### config.mk
export PLATFORM = sky130hd
export DESIGN_NAME = decode_issue_ctl
export DESIGN_NICKNAME = d
export VERILOG_FILES = /design/src/rtl/instr_decode_pkg.sv /design/src/rtl/instr_pkg.sv /design/src/rtl/de_iq_fifo.sv /design/src/rtl/decode_issue_ctl.sv
export SDC_FILE = /design/constraint.sdc
export NUM_CORES = 1
export LEC_CHECK = 0
export CAP_MARGIN = 20
export CORE_ASPECT_RATIO = 0.6
export CORE_MARGIN = 1.5
export CORE_UTILIZATION = 50
export CTS_CLUSTER_DIAMETER = 30
export DETAILED_ROUTE_END_ITERATION = 16
export GPL_ROUTABILITY_DRIVEN = 0
export HOLD_SLACK_MARGIN = 0.15
export PLACE_DENSITY = 0.74
export SLEW_MARGIN = 5
export SYNTH_ARGS = -nofsm -noshare
export SYNTH_HDL_FRONTEND = slang
export SYNTH_SLANG_ARGS = --single-unit
### constraint.sdc
create_clock -name clk -period 6.7 [get_ports clk]
set_clock_uncertainty 0.05 [all_clocks]
set_input_delay 1.34 -clock clk [delete_from_list [all_inputs] [get_ports clk]]
set_output_delay 1.34 -clock clk [all_outputs]
set_load 0.05 [all_outputs]
### src/rtl/instr_decode_pkg.sv
// Shared types for the decode stage issue control.
package instr_decode;

  typedef enum logic [1:0] {
    IDLE  = 2'd0,
    RUN   = 2'd1,
    FLUSH = 2'd2
  } t_de_ctl_state;

endpackage

### src/rtl/instr_pkg.sv
// Fetched-instruction type shared by the front end and decode.
// Simulation builds carry a SIMID tag alongside the instruction bits.
package instr;

  typedef struct packed {
`ifdef SIMULATION
    logic [15:0] simid;
`endif
    logic [31:0] bits;
  } t_rv_instr;

endpackage

### src/rtl/de_iq_fifo.sv
// Instruction queue between fetch and decode: circular buffer with head
// read-out, occupancy count and a single-cycle clear.
module de_iq_fifo
  import instr::*;
#(
  parameter int DEPTH = 4
) (
  input  logic                     clk,
  input  logic                     reset,
  input  logic                     push,
  input  t_rv_instr                push_data,
  input  logic                     pop,
  input  logic                     clear,
  output t_rv_instr                head,
  output logic [$clog2(DEPTH):0]   occupancy,
  output logic                     full
);

  localparam int PTR_W = $clog2(DEPTH);
  localparam int CNT_W = $clog2(DEPTH) + 1;

  t_rv_instr        mem_q [DEPTH];
  t_rv_instr        mem_d [DEPTH];
  logic [PTR_W-1:0] wr_ptr_q, wr_ptr_d;
  logic [PTR_W-1:0] rd_ptr_q, rd_ptr_d;
  logic [CNT_W-1:0] count_q, count_d;

  // DEPTH is a power of two, so pointer increments wrap on their own.
  always_comb begin
    mem_d    = mem_q;
    wr_ptr_d = wr_ptr_q;
    rd_ptr_d = rd_ptr_q;
    count_d  = count_q;
    if (clear) begin
      wr_ptr_d = '0;
      rd_ptr_d = '0;
      count_d  = '0;
    end else begin
      if (push) begin
        mem_d[wr_ptr_q] = push_data;
        wr_ptr_d        = wr_ptr_q + PTR_W'(1);
      end
      if (pop) begin
        rd_ptr_d = rd_ptr_q + PTR_W'(1);
      end
      case ({push, pop})
        2'b10:   count_d = count_q + CNT_W'(1);
        2'b01:   count_d = count_q - CNT_W'(1);
        default: count_d = count_q;
      endcase
    end
  end

  always_ff @(posedge clk) begin
    if (reset) begin
      wr_ptr_q <= '0;
      rd_ptr_q <= '0;
      count_q  <= '0;
    end else begin
      wr_ptr_q <= wr_ptr_d;
      rd_ptr_q <= rd_ptr_d;
      count_q  <= count_d;
    end
  end

  always_ff @(posedge clk) begin
    mem_q <= mem_d;
  end

  assign head      = mem_q[rd_ptr_q];
  assign occupancy = count_q;
  assign full      = (count_q == CNT_W'(DEPTH));

`ifdef SIMULATION
  always_ff @(posedge clk) begin
    if (!reset) begin
      assert (!(push && full))
        else $error("de_iq_fifo: push while full");
    end
  end
`endif

endmodule

### src/rtl/decode_issue_ctl.sv
// Decode issue control: queues fetched instructions and issues them to decode
// while read-stage credits are available, with a one-cycle flush bubble.
module decode_issue_ctl
  import instr::*;
  import instr_decode::*;
#(
  parameter int DEPTH      = 4,
  parameter int RD_CREDITS = 4
) (
  input  logic                          clk,
  input  logic                          reset,
  input  logic                          fe_valid,
  input  t_rv_instr                     fe_instr,
  output logic                          fe_ready,
  output logic                          valid_de0,
  output t_rv_instr                     instr_de0,
  input  logic                          rd_credit_ret,
  input  logic                          flush,
  output logic [$clog2(DEPTH):0]        occupancy,
  output logic [$clog2(RD_CREDITS):0]   credits
);

  localparam int OCC_W  = $clog2(DEPTH) + 1;
  localparam int CRED_W = $clog2(RD_CREDITS) + 1;

  t_de_ctl_state     state_q, state_d;
  logic [CRED_W-1:0] credits_q, credits_d;
  logic              push;
  logic              issue;
  logic              fifo_full;
  t_rv_instr         head;

  de_iq_fifo #(
    .DEPTH(DEPTH)
  ) u_fifo (
    .clk       (clk),
    .reset     (reset),
    .push      (push),
    .push_data (fe_instr),
    .pop       (issue),
    .clear     (flush),
    .head      (head),
    .occupancy (occupancy),
    .full      (fifo_full)
  );

  // Reset and flush both suppress issue and enqueue in their own cycle.
  always_comb begin
    fe_ready  = !fifo_full && (state_q != FLUSH);
    push      = fe_valid && fe_ready && !flush && !reset;
    issue     = (state_q == RUN) && (occupancy != '0) && (credits_q != '0)
                && !flush && !reset;
    valid_de0 = issue;
    instr_de0 = issue ? head : '0;
  end

  always_comb begin
    state_d   = state_q;
    credits_d = credits_q;
    if (flush) begin
      state_d = FLUSH;
    end else begin
      case (state_q)
        IDLE:    if (push) state_d = RUN;
        RUN:     if (issue && !push && occupancy == OCC_W'(1)) state_d = IDLE;
        FLUSH:   state_d = IDLE;
        default: state_d = IDLE;
      endcase
    end
    // An illegal return at full credits saturates instead of wrapping.
    case ({issue, rd_credit_ret})
      2'b10:   credits_d = credits_q - CRED_W'(1);
      2'b01:   if (credits_q != CRED_W'(RD_CREDITS)) credits_d = credits_q + CRED_W'(1);
      default: credits_d = credits_q;
    endcase
  end

  always_ff @(posedge clk) begin
    if (reset) begin
      state_q   <= IDLE;
      credits_q <= CRED_W'(RD_CREDITS);
    end else begin
      state_q   <= state_d;
      credits_q <= credits_d;
    end
  end

  assign credits = credits_q;

`ifdef SIMULATION
  always_ff @(posedge clk) begin
    if (!reset) begin
      assert (!(rd_credit_ret && !issue && credits_q == CRED_W'(RD_CREDITS)))
        else $error("decode_issue_ctl: credit return overflows RD_CREDITS");
      assert (!(issue && credits_q == '0))
        else $error("decode_issue_ctl: issue with zero credits");
      if (issue) begin
        $display("INFO decode_issue_ctl: issue instr=%h credits=%0d occupancy=%0d",
                 head, credits_q, occupancy);
      end
    end
  end
`endif

endmodule

==> results of run 1 <==
-- flip-flops by register name, indices dropped and copies added (netlist names) --
signal / count
u_fifo.occupancy: 3
state_q: 2
u_fifo.rd_ptr_q: 2
u_fifo.mem_q: 128
credits: 3
u_fifo.wr_ptr_q: 2
-- worst max-delay path, stage by stage --
cell	delay, ps
clkdlybuf4s50_1	540
or4b_4	590
nor3_4	210
buf_4	250
and2_1	180
clkdlybuf4s50_1	810
-- layer usage --
metal | up-vias | wire length, µm
li1 | 1338 | -
met1 | 1474 | 4760
met2 | 114 | 4800
met3 | 14 | 901
met4 | 0 | 102
met5 | - | 0
-- cell usage after synthesis, types with 2 or more instances --
library cell	n
a21oi_1	6
and2_1	32
and3_1	4
buf_1	4
buf_2	2
clkbuf_1	7
dfxtp_1	12
edfxtp_1	128
ha_1	9
inv_1	7
mux2i_1	3
mux4_2	32
nand2_1	4
nand2b_1	2
nor2_1	8
nor3_1	2
o21ai_0	5
xnor2_1	3
xor2_1	2
-- cell families (layout without fill, tap and decap cells) --
family,Yosys count,after routing,share of synthesized area
xor gates and xnor gates,5,5,0.00777
AOI/OAI and AO/OA,20,20,0.0247
and+or+nand+nor,65,65,0.0722
adders and majority gates,10,10,0.0235
buffers and inverters,20,118,0.0138
DFF,140,140,0.725
muxes,35,35,0.133
-- area by class of cell --
class / count / area share
Clock inverter: 15 / 0.0228
Inverter: 7 / 0.00368
Clock buffer: 17 / 0.0596
Tap cell: 139 / 0.0244
Multi-Input combinational cell: 135 / 0.207
Sequential cell: 140 / 0.573
Timing Repair Buffer: 79 / 0.110
-- through the flow --
| step | setup slack [ps] | hold WS [ps] |
|---|---|---|
| floorplan | 1960 | 433 |
| global placement | 1400 | 476 |
| detailed placement | 1400 | 486 |
| CTS | 1370 | 499 |
| global route | 1280 | 527 |
| finish | 1380 | 498 |
-- power groups by stage --
stage | clock (mW) | sequential (mW) | combinational, mW
after detailed placement | 0 | 0.989 | 0.0784
after CTS | 0.939 | 0.970 | 0.0790
after global routing | 0.983 | 0.971 | 0.0851
after global placement | 0 | 0.988 | 0.0755
final | 0.924 | 0.970 | 0.0788
after floorplan | 0 | 0.994 | 0.0287
-- worst max-delay path by stage --
| stage | startpoint | to | slack, ps | depth (start not counted) |
|---|---|---|---|---|
| floorplan | flush | instr_de0[22] | 1960 | 4 |
| global placement | reset | instr_de0[29] | 1400 | 6 |
| detailed placement | reset | instr_de0[29] | 1400 | 6 |
| CTS | reset | instr_de0[29] | 1370 | 6 |
| global route | reset | instr_de0[15] | 1280 | 6 |
| finish | reset | instr_de0[29] | 1380 | 6 |
==> impl_metrics.toml, run 1 <==
[clock_network]
cts_buffers = 17
cts.sinks = 140
hold_buffers = 0
clkTransAtPathRegs_ps = 60
cts.path.max_buffers = 2
cts_tree = "yes"
clk_latency_ps = 410
htreeDepth = 4
cts_setup_buffers = 0
root_buffer = "clkbuf_16"
cts_resized = 0

[worst_setup_path]
cp-end-kind = "primary output"
r2r_cells = 11
crit_fanout = 17
critPathRequiredTime_ps = 5310
r2r-start = "u_fifo.occupancy[1]"
r2r_setup_slack_ps = 3580
reg2reg_to = "credits[1]"
worst_setup_path_start_kind = "input port"
worstPathArrival_ps = 3930
crit_type = "input port to primary output"

[finish]
multi_input_area_mm2 = 0.00148
fill_cells = 725
stdcell_area_mm2 = 0.00714
area_growth_pct = 26.6
final_util = 0.662
drive_gt1_frac = 0.206
final_cell_mix = "128 x edfxtp_1, 76 x clkdlybuf4s50_1, 32 x mux4_2, 32 x and2_1, 17 x clkbuf_16"
seqCellArea_mm2 = 0.00409
fin_cells = 532
layout_commonest_cell = "edfxtp_1"
antenna_cells = 0
finalNetCount = 427

[synth]
synth_top_area_cell = "edfxtp_1"
async_reset_ff_frac = 0
synth_fp_nets = 342
netlist_area_mm2 = 0.00563
synth_flop_cell = "edfxtp_1"
synth_warnings = 0
synthCells = 295
ys_types = 42
synthTopCellsByArea = "edfxtp_1 68%, mux4_2 13%, dfxtp_1 4.3%"
syn_avg_cell_area_um2 = 19.1
synth_edf_count = 128
synth_top_area_share = 0.682
ys_seq_elements = 140
ys_seq_area_frac = 0.725

[sta]
finalWorstPathRequiredPeriod_ps = 5320
setup_viol = 0
finalCritPeriodShare = 0.793
max_freq_ghz = 0.188
drv_slew = 0
final_hold_viol_count = 0
rsz0062_at_grt = "false"
worstMarginPinSlew_ps = 919
slew_headroom = 0.387
finalSetupTns_ps = 0

[global_route]
grtUsageMet2 = 0.298
grt_pass1_wl_um = 17000
grt_util_met3 = 0.0649
grtUsageTotal = 0.197
grt_use_met1 = 0.277
grt_overflow = 0
grt_pass1_vias = 3116
grt-busiest-layer = "met2"
grt_max_degree = 35
antenna_found_initial = 0

[place]
dpl.cell_count = 500
dpl_cell_area_mm2 = 0.00655
place_hpwl_um = 6390
io_buffer_count = 76

[route]
drt-total-wl_um = 10600
antenna_left = 0
wl_per_cell_um = 19.9
num_vias = 2940
drc = 0
via_per_inst = 5.53
drt_iter0_drc = 229
dr.pass1.iters = 5

[run_status]
status = "complete, no violations"

[floorplanning]
io_pins = 77
start_util = 0.523
die_y_um = 85.2
core_mm2 = 0.0108
fp.dieArea_mm2 = 0.0119
fp-row-count = 29
die_width_um = 140

[job]
max_cap_viol_count = 0

[power]
clock_power_share = 0.468
ir_drop_v = 0.000236
combPwrFrac = 0.040
total_power_mw = 1.97
switching_power_mw = 0.420
pwr_density_cell_mw_per_mm2 = 277
p_int_mw = 1.55
power.leakage_nw = 2.30
p_seq_frac = 0.492
p_sw_frac = 0.213

[worst_hold_path]
whs_path_depth = 1
hold_end = "state_q[0]"
hold_start = "state_q[1]"
min-delay-path-class = "register to register"
Power figures use the tool's default switching activity.
==> inputs of run 2 (changes only) <==
Settings changed: CORE_UTILIZATION 50 to 49, PLACE_DENSITY 0.74 to 0.75.
Clock period 6.7 ns to 4.3 ns, I/O delays scaled along.
==> run 2 against run 1 <==
Compared with the run above: worst hold slack got worse by 11 ps; die area rose by 2.0%; clock power rose by 33%; largest power group unchanged.
==> impl_metrics.toml, run 2 (synthesis results as in run 1) <==
[clock_network]
cts.sinks = 140
clk_latency_ps = 400
htreeDepth = 4
clkTransAtPathRegs_ps = 50
cts_tree = "yes"
cts_setup_buffers = 0
cts_resized = 0
root_buffer = "clkbuf_16"
cts.path.max_buffers = 2
hold_buffers = 0
cts_buffers = 17

[route]
via_per_inst = 5.44
num_vias = 2926
drc = 0
drt-total-wl_um = 10500
drt_iter0_drc = 178
antenna_left = 0
wl_per_cell_um = 19.5
dr.pass1.iters = 4

[worst_setup_path]
critPathRequiredTime_ps = 3390
cp-end-kind = "primary output"
worstPathArrival_ps = 2780
worst_setup_path_start_kind = "input port"
crit_fanout = 28
crit_type = "input port to primary output"
critPathLaunch = "flush"
r2r-start = "u_fifo.occupancy[1]"

[sta]
final_hold_viol_count = 0
slew_headroom = 0.400
drv_slew = 0
worstMarginPinSlew_ps = 900
holdWs_ps = 487
finalCritPeriodShare = 0.859
max_freq_ghz = 0.271
finalWorstPathRequiredPeriod_ps = 3690
setup_viol = 0
rsz0062_at_grt = "false"
finalSetupTns_ps = 0

[place]
place_hpwl_um = 6430
dpl.cell_count = 506
dpl_cell_area_mm2 = 0.00692
io_buffer_count = 76

[finish]
largest_reg_flops = 128
area_growth_pct = 31.8
drive_gt1_frac = 0.282
layout_commonest_cell = "edfxtp_1"
final_cell_mix = "128 x edfxtp_1, 43 x clkdlybuf4s50_1, 35 x buf_12, 32 x mux4_2, 32 x and2_1"
fin_cells = 538
antenna_cells = 0
final_util = 0.659
top_register = "u_fifo.mem_q"
stdcell_area_mm2 = 0.00743
finalNetCount = 428

[worst_hold_path]
hold_start = "state_q[1]"
min-delay-path-class = "register to register"

[global_route]
antenna_found_initial = 0
grt_overflow = 0
grt_pass1_wl_um = 16900
grt_pass1_vias = 3092
grt_max_degree = 35
grtUsageTotal = 0.192

[power]
pwr_density_cell_mw_per_mm2 = 386
ir_drop_v = 0.000293
power.leakage_nw = 2.44

[run_status]
status = "complete, no violations"

[floorplanning]
die_y_um = 86.1
fp.dieArea_mm2 = 0.0122
io_pins = 77
die_width_um = 141
core_mm2 = 0.0113
fp-row-count = 30
start_util = 0.500

[job]
max_cap_viol_count = 0
## run 2: layout make-up
class	instances	area, µm²
Inverter	7	26.3
Sequential cell	140	4090
Clock inverter	15	83.8
Tap cell	144	180
Timing Repair Buffer	80	1150
Clock buffer	17	425
Multi-Input combinational cell	135	1480
Fill cell	760	3830
## run 2: metal layers
layer  track usage  vias up  wire, µm
met4        0.0619        0        27
met2         0.293      100      5040
met5             0        -         0
met3        0.0597        2       711
li1              -     1342         -
met1         0.267     1482      4720
## run 2: worst paths after layout
path	endpoint	slack [ps]	cells past startpoint
setup / recovery	instr_de0[26]	610	6
hold / removal	state_q[0]	490	1
setup reg to reg	credits[1]	1290	11
hold reg to reg	state_q[0]	490	1
## run 2: worst max-delay path, stage by stage
cell and delay [ps]:
clkdlybuf4s50_1 470, or4b_4 590, nor3_4 260, buf_12 210, and2_1 220, buf_12 150
## run 2: metrics by stage
| step | total power, mW | setup WS (ps) |
|---|---|---|
| 3_5_place_dp | 1.66 | 452 |
| 2_1_floorplan | 1.59 | 523 |
| 3_3_place_gp | 1.66 | 544 |
| 4_1_cts | 2.89 | 599 |
| 6_report | 2.87 | 608 |
| 5_1_grt | 2.97 | 543 |
## run 2: where the power goes
part           leakage (nW)  internal [mW]  switching, mW
Clock                 0.244          0.720          0.512
Combinational         0.939         0.0592         0.0631
Sequential             1.25           1.50         0.0111
Total                  2.44           2.28          0.586
==> inputs of run 3 (changes only) <==
Settings changed: CELL_PAD_IN_SITES_DETAIL_PLACEMENT set to 1, CELL_PAD_IN_SITES_GLOBAL_PLACEMENT set to 2, CORE_UTILIZATION 49 to 37, PLACE_DENSITY 0.75 to unset, PLACE_DENSITY_LB_ADDON set to 0.1.
==> run 3 against run 2 <==
Compared with the run above: global-route usage fell by 3.4 points; flip-flop and latch count unchanged; total power increased by 11%; largest cell class unchanged; utilization is 14 points lower; worst hold slack improved by 26 ps; cell count grew 11%; first-iteration DRC count up 24%; via count up 0.72%; critical path type unchanged; non-clock buffer count rose by 5; wire length increased by 9.8%.
==> impl_metrics.toml, run 3 (synthesis results as in run 1) <==
[run_status]
status = "complete, no violations"

[floorplanning]
fp-row-count = 34
start_util = 0.384
die_width_um = 162
fp.dieArea_mm2 = 0.0160
die_y_um = 98.6
io_pins = 77
core_mm2 = 0.0147

[worst_setup_path]
crit_family = "simple AND/OR/NAND/NOR gates"
critPathRequiredTime_ps = 3390
worstPathArrival_ps = 2850
cp-end-kind = "primary output"
crit_type = "input port to primary output"
timing.critical_path.slowest_stage_cell = "or4b_4"
crit_chain = "clkdlybuf4s50_1 -> or4b_4 -> nor3_4 -> buf_4 -> and2_1 -> buf_12"
critical_path_buf_inv_count = 3
worst_setup_path_start_kind = "input port"
max_stage_delay_ps = 600
crit_fanout = 17

[global_route]
grt_overflow = 0
grt_pass1_wl_um = 18600
grt_pass1_vias = 3246
grt_max_degree = 35
antenna_found_initial = 0
grtUsageTotal = 0.158

[finish]
layout_commonest_cell = "edfxtp_1"
multi_input_area_mm2 = 0.00148
fill_cells = 1348
finalNetCount = 433
top_register = "u_fifo.mem_q"
stdcell_area_mm2 = 0.00766
drive_gt1_frac = 0.288
antenna_cells = 0
area_growth_pct = 36.0
final_cell_mix = "128 x edfxtp_1, 43 x clkdlybuf4s50_1, 36 x buf_12, 32 x mux4_2, 32 x and2_1"
largest_reg_flops = 128
fin_cells = 597
seqCellArea_mm2 = 0.00409
final_util = 0.522

[power]
clock_power_share = 0.487
switching_power_mw = 0.611
pwr_density_cell_mw_per_mm2 = 417
total_power_mw = 3.20
p_int_mw = 2.58
ir_drop_v = 0.000274
p_sw_frac = 0.191
combPwrFrac = 0.040
power.leakage_nw = 2.52
p_seq_frac = 0.473

[clock_network]
cts_buffers = 17
clkTransAtPathRegs_ps = 60
cts_setup_buffers = 0
htreeDepth = 4
hold_buffers = 0
cts.sinks = 140
root_buffer = "clkbuf_16"
cts_tree = "yes"
cts_resized = 0
clk_latency_ps = 410
cts.path.max_buffers = 2

[sta]
drv_slew = 0
max_freq_ghz = 0.266
slew_headroom = 0.374
final_hold_viol_count = 0
finalSetupTns_ps = 0
setup_viol = 0
finalWorstPathRequiredPeriod_ps = 3760
worstMarginPinSlew_ps = 938
finalCritPeriodShare = 0.874
rsz0062_at_grt = "false"

[place]
place_hpwl_um = 7530
dpl.cell_count = 565
io_buffer_count = 76
dpl_cell_area_mm2 = 0.00703

[route]
dr.pass1.iters = 6
drt_iter0_drc = 220
num_vias = 2947
drc = 0
antenna_left = 0
drt-total-wl_um = 11500
wl_per_cell_um = 19.3
via_per_inst = 4.94

[job]
max_cap_viol_count = 0

[worst_hold_path]
min-delay-path-class = "register to register"
==> run 3: cell types whose count changed in the layout (fill, tap and decap cells not counted) <==
cell,change
clkinvlp_4,-1
buf_12,+1
clkinv_2,-5
bufinv_16,+5
clkbuf_1,+2
buf_4,+4
clkinv_1,-1
==> run 3: final timing paths <==
check / from / to / slack (ps) / cells past startpoint
worst max register to register: u_fifo.occupancy[1] / credits[1] / 1280 / 11
worst min-delay path: u_fifo.wr_ptr_q[1] / u_fifo.wr_ptr_q[1] / 510 / 2
worst min register to register: u_fifo.wr_ptr_q[1] / u_fifo.wr_ptr_q[1] / 510 / 2
worst max-delay path: reset / instr_de0[17] / 540 / 6
==> run 3: power by group through the flow <==
| stage | combinational, mW | clock, mW | sequential (mW) |
|---|---|---|---|
| after floorplan | 0.0447 | 0 | 1.55 |
| after global placement | 0.124 | 0 | 1.54 |
| after detailed placement | 0.128 | 0 | 1.54 |
| after CTS | 0.129 | 1.58 | 1.51 |
| after global routing | 0.139 | 1.63 | 1.51 |
| final | 0.127 | 1.56 | 1.51 |
==> run 3: area by class of cell <==
cell class / count / share of cell area
Inverter: 7 / 0.00343
Tap cell: 198 / 0.0323
Clock buffer: 19 / 0.0565
Clock inverter: 13 / 0.0258
Timing Repair Buffer: 85 / 0.156
Sequential cell: 140 / 0.533
Multi-Input combinational cell: 135 / 0.193
==> run 3: worst reg2reg max path: cells and delay by family (launching register included) <==
family / cells / cell delay [ps]
and+or+nand+nor: 4 / 1080
adders and majority gates: 2 / 770
AOI/OAI and AO/OA: 3 / 390
buffers and inverters: 2 / 340
DFF: 1 / 320
==> run 3: stage by stage <==
step,setup WS (ps),hold WS (ps)
final,541,513
after floorplan,523,433
after global placement,428,491
after CTS,530,505
after detailed placement,413,494
after global routing,437,544
==> run 3: per-layer routing <==
| metal | vias up | GRT usage | part of all wire |
|---|---|---|---|
| met5 | - | 0 | 0 |
| met4 | 0 | 0.0593 | 0.011 |
| met3 | 12 | 0.0358 | 0.039 |
| met2 | 64 | 0.226 | 0.44 |
| met1 | 1516 | 0.234 | 0.51 |
| li1 | 1355 | - | - |
